**config.mk**
```make
export PLATFORM = sky130hd
export DESIGN_NAME = adder3_reduce_ctrl
export DESIGN_NICKNAME = d
export VERILOG_FILES = /design/src/rtl/adder3_reduce_ctrl.sv
export SDC_FILE = /design/constraint.sdc
export NUM_CORES = 1
export LEC_CHECK = 0
export CORE_MARGIN = 2
export CORE_UTILIZATION = 30
export CTS_CLUSTER_SIZE = 12
export DETAILED_ROUTE_END_ITERATION = 10
export GPL_TIMING_DRIVEN = 0
export SLEW_MARGIN = 30
export SYNTH_ARGS = -nofsm -noshare
export SYNTH_HDL_FRONTEND = slang
export SYNTH_SLANG_ARGS = --single-unit
```
**constraint.sdc**
```tcl
create_clock -name clk -period 3.73 [get_ports clk]
set_clock_uncertainty 0.2 [all_clocks]
set_input_delay 1.119 -clock clk [delete_from_list [all_inputs] [get_ports clk]]
set_output_delay 1.119 -clock clk [all_outputs]
set_load 0.01 [all_outputs]
```
**src/rtl/adder3_reduce_ctrl.sv**
```systemverilog
// adder3_reduce_ctrl: streams signed operand pairs through one 3-input saturating adder into a single sum.
// Optional macro ACC_INIT_EN adds init_val to preload the accumulator on start.
module adder3_reduce_ctrl #(
    parameter int W = 6,
    parameter int LEN_W = 8
) (
    input  logic             clk,
    input  logic             rst,
    input  logic             start,
    input  logic [LEN_W-1:0] len,
    input  logic             abort,
`ifdef ACC_INIT_EN
    input  logic [W-1:0]     init_val,
`endif
    output logic             busy,
    input  logic             in_valid,
    output logic             in_ready,
    input  logic [W-1:0]     in_a,
    input  logic [W-1:0]     in_b,
    output logic             out_valid,
    input  logic             out_ready,
    output logic [W-1:0]     out_sum,
    output logic             out_sat
);
    typedef enum logic [1:0] {IDLE, RUN, DONE} state_t;
    localparam logic signed [W+1:0] SMAX = {3'b000, {(W-1){1'b1}}};
    localparam logic signed [W+1:0] SMIN = {3'b111, {(W-1){1'b0}}};
    state_t state;
    logic [W-1:0] acc, b_eff, res, init;
    logic [LEN_W-1:0] rem;
    logic signed [W+1:0] sum;
    logic beat_sat, fire, two_left;
`ifdef ACC_INIT_EN
    assign init = init_val;
`else
    assign init = '0;
`endif
    assign two_left = rem >= LEN_W'(2);
    // a lone trailing operand pairs with zero instead of in_b
    assign b_eff = two_left ? in_b : '0;
    assign sum = {{2{acc[W-1]}}, acc} + {{2{in_a[W-1]}}, in_a} + {{2{b_eff[W-1]}}, b_eff};
    assign beat_sat = (sum > SMAX) || (sum < SMIN);
    assign res = sum > SMAX ? SMAX[W-1:0] : sum < SMIN ? SMIN[W-1:0] : sum[W-1:0];
    assign in_ready = state == RUN;
    assign out_valid = state == DONE;
    assign busy = state != IDLE;
    assign fire = in_valid && in_ready;
    always_ff @(posedge clk or posedge rst) begin
        if (rst) begin
            state <= IDLE;
            acc <= '0;
            rem <= '0;
            out_sum <= '0;
            out_sat <= 1'b0;
        end else begin
            case (state)
                IDLE: if (start && !abort) begin
                    acc <= init;
                    out_sat <= 1'b0;
                    rem <= len;
                    if (len == '0) begin
                        out_sum <= init;
                        state <= DONE;
                    end else begin
                        state <= RUN;
                    end
                end
                RUN: if (abort) begin
                    state <= IDLE;
                    acc <= '0;
                end else if (fire) begin
                    acc <= res;
                    out_sat <= out_sat | beat_sat;
                    rem <= two_left ? rem - LEN_W'(2) : '0;
                    if (rem <= LEN_W'(2)) begin
                        out_sum <= res;
                        state <= DONE;
                    end
                end
                DONE: if (abort) begin
                    state <= IDLE;
                    acc <= '0;
                end else if (out_ready) begin
                    state <= IDLE;
                end
                default: state <= IDLE;
            endcase
        end
    end
endmodule

```
==> results_dict.tcl <==
set metrics [dict create \
    maxSlewHeadroom_pct 50.9 \
    grt_pass1_wl_mm 7.70 \
    cp_max_fo 4 \
    cp_common_cell "o211ai_1" \
    cts_tree "built" \
    syn_area_sq_um 1830 \
    path_delay_family "compound AO/OA/AOI/OAI gates" \
    worstMarginPinSlew_ps 730 \
    arrival_ps 3660 \
    cap_violations 0 \
    wl_per_cell_um 14.9 \
    rr_startpoint "rem[6]" \
    placementRows 28 \
    synth_seq_area_share_pct 31.5 \
    path_class "primary input to flip-flop" \
    cts_hold_buffers 0 \
    core_area_sq_um 5890 \
    hold_class "flip-flop to flip-flop" \
    hold_path_end "out_sum[5]" \
    synthFlopType "dfrtp_1" \
    crit_path_start_kind "primary input" \
    globalplace.congestion 0.867 \
    grt_max_degree 24 \
    ys_async_sr_fraction_pct 100 \
    ioPinCount 36 \
    synthCells 202 \
    hold_viol_final 0 \
    r2r-end "acc[1]" \
    cpMaxStageDelayCell "fa_2" \
    holdWs_ps 304 \
    root_buffer "clkbuf_8" \
    synth_seq_cells 23 \
    die_h_um 82.0 \
    rrSetupSlack_ps 120 \
    grt_overflow 0 \
    vias 1761 \
    reg2regPathDepth 12 \
    dieWidth_um 82.0 \
    path_buf_inv 2 \
    grt_pass1_vias 1607 \
    ys_warn_count 0 \
    period_share_pct 98.5 \
    synthToLayoutAreaGrowth_pct 44.1 \
    n_antenna_cell 0 \
    power_density_nw_per_um2 656 \
    critical-path-max-stage-delay_ps 600 \
    antenna_found_initial 0 \
    initial_core_util_pct 31.0 \
    min_path_cells 2 \
    cts_max_level 1 \
    yosysUniqueCellTypes 56 \
    dieArea_sq_um 6720 \
    io_buffers 35 \
    syn_nets 242 \
    fmax_mhz 272 \
    dpl.hpwl_mm 3.51 \
    clock_path_buffers 2 \
    worstPathCellList "clkdlybuf4s15_1 > and2_4 > fa_2 > ha_1 > a211oi_4 > o21bai_2 > o211ai_1 > o211ai_1 > buf_4 > o221ai_2" \
    nets 299 \
    routed_wl_mm 4.96 \
    clk_latency_ps 270 \
    synth_edf_count 0 \
    fill_cells 587 \
    drc_errors 0 \
    ant_nets 0 \
    clk_pin_slew_ps 90 \
    fin_util_pct 44.7 \
    slew_viol_final 0 \
    avgViaCountPerCell 5.29 \
    cts_buffers 3 \
    drive_gt1_share_pct 26.4 \
    drt_iter0_drc 87 \
    status "completed" \
    track_usage_pct 14.5 \
    first_pass_iters 4 \
    irDropWorstVdd_mv 0.414 \
    clkSinkCount 23 \
    avgSynthCellArea_sq_um 9.04 \
    p_leak_nw 1.10 \
    fin_crit_ps 3670 \
    required_ps 3720 \
    min-delay-start "out_sum[5]" \
    setup_violations 0 \
    cp-end-kind "flip-flop" \
]
[registers in the layout (all words and copies together), names as in the netlist]
signal	cells
state	2
out_sum	6
acc	6
rem	8
out_sat	1
[final cells by class]
class | instances | area, sq um | share of cell area, %
Buffer | 3 | 25.0 | 0.951
Clock buffer | 3 | 41.3 | 1.57
Clock inverter | 1 | 5.00 | 0.190
Inverter | 20 | 75.1 | 2.85
Multi-Input combinational cell | 156 | 1350 | 51.2
Sequential cell | 23 | 576 | 21.9
Tap cell | 75 | 93.8 | 3.57
Timing Repair Buffer | 52 | 467 | 17.7
[synth_stat cells (4+ instances only)]
cell type / number / area (sq um)
ha_1: 7 / 87.6
nand2_1: 23 / 86.3
nor2_1: 9 / 33.8
inv_1: 19 / 71.3
a21oi_1: 7 / 35.0
o211ai_1: 8 / 60.1
nor3_1: 7 / 35.0
o221ai_1: 6 / 52.6
dfrtp_1: 23 / 576
fa_1: 7 / 140
and3_1: 4 / 25.0
and2_1: 6 / 37.5
o21ai_0: 11 / 55.1
nand3_1: 6 / 30.0
[logic make-up after synthesis]
family | Yosys count | synth area share (%)
and+or+nand+nor | 75 | 21.5
AOI/OAI and AO/OA | 61 | 26.5
DFF | 23 | 31.5
muxes | 3 | 1.71
adders and majority gates | 14 | 12.5
buffers and inverters | 23 | 4.93
xor gates and xnor gates | 3 | 1.44
[metrics by stage]
step                      worst slack (ps)  power, mW  setup TNS, ps  area [sq um]  cells
after floorplan                       25.6       1.01              0          1840    202
after global placement                -611       1.23          -6130          2280    312
after detailed placement              -627       1.24          -6370          2280    312
after CTS                             23.4       1.58              0          2490    327
after global routing                 -36.6       1.87           -116          2630    333
final                                 57.4       1.72              0          2630    333
[worst max path at each step]
stage,start,endpoint,cells past startpoint
CTS,in_b[0],out_sum[4],10
finish,in_b[2],acc[1],10
detailed placement,in_a[1],acc[4],11
floorplan,in_a[1],acc[0],10
global placement,in_a[1],acc[2],11
global route,in_b[2],out_sum[4],10
[where the power goes]
group,switching (mW),internal [mW],leakage (nW)
registers,0.0742,0.324,0.298
logic,0.604,0.566,0.778
clock network,0.0823,0.0746,0.0255
[worst reg2reg max path, stage by stage, from the launching register on]
cell,delay (ps)
dfrtp_1,430
nor2_1,190
nand4_1,110
buf_4,180
and2_4,170
fa_2,600
ha_1,270
a211oi_4,350
o21bai_2,170
o211ai_1,370
o211ai_1,160
buf_4,190
o221ai_2,150
[repair_timing]
action                                  CTS  global route
buffers inserted                         11             6
endpoints found under the setup margin   11            11
resized for setup                        31            19
pin swaps                                18            17
[placed cells by master (no fill, tap or decap), types with 5 or more instances in the layout]
cell,instances
a21oi_1,5
buf_4,17
clkdlybuf4s50_1,27
dfrtp_1,23
inv_1,17
nand2_1,23
nand3_1,5
nor2_1,9
nor3_1,5
o211ai_1,8
o21ai_0,11
o221ai_2,5
[per-layer routing]
layer  track usage, %  routed length [um]  part of all wire [%]
met5                0                   0                     0
met4             4.50                  61                   1.2
met3            0.879                 159                   3.2
met2             22.0                2340                    47
met1             21.7                2400                    48
No activity file was read; power rests on OpenSTA's default activity.
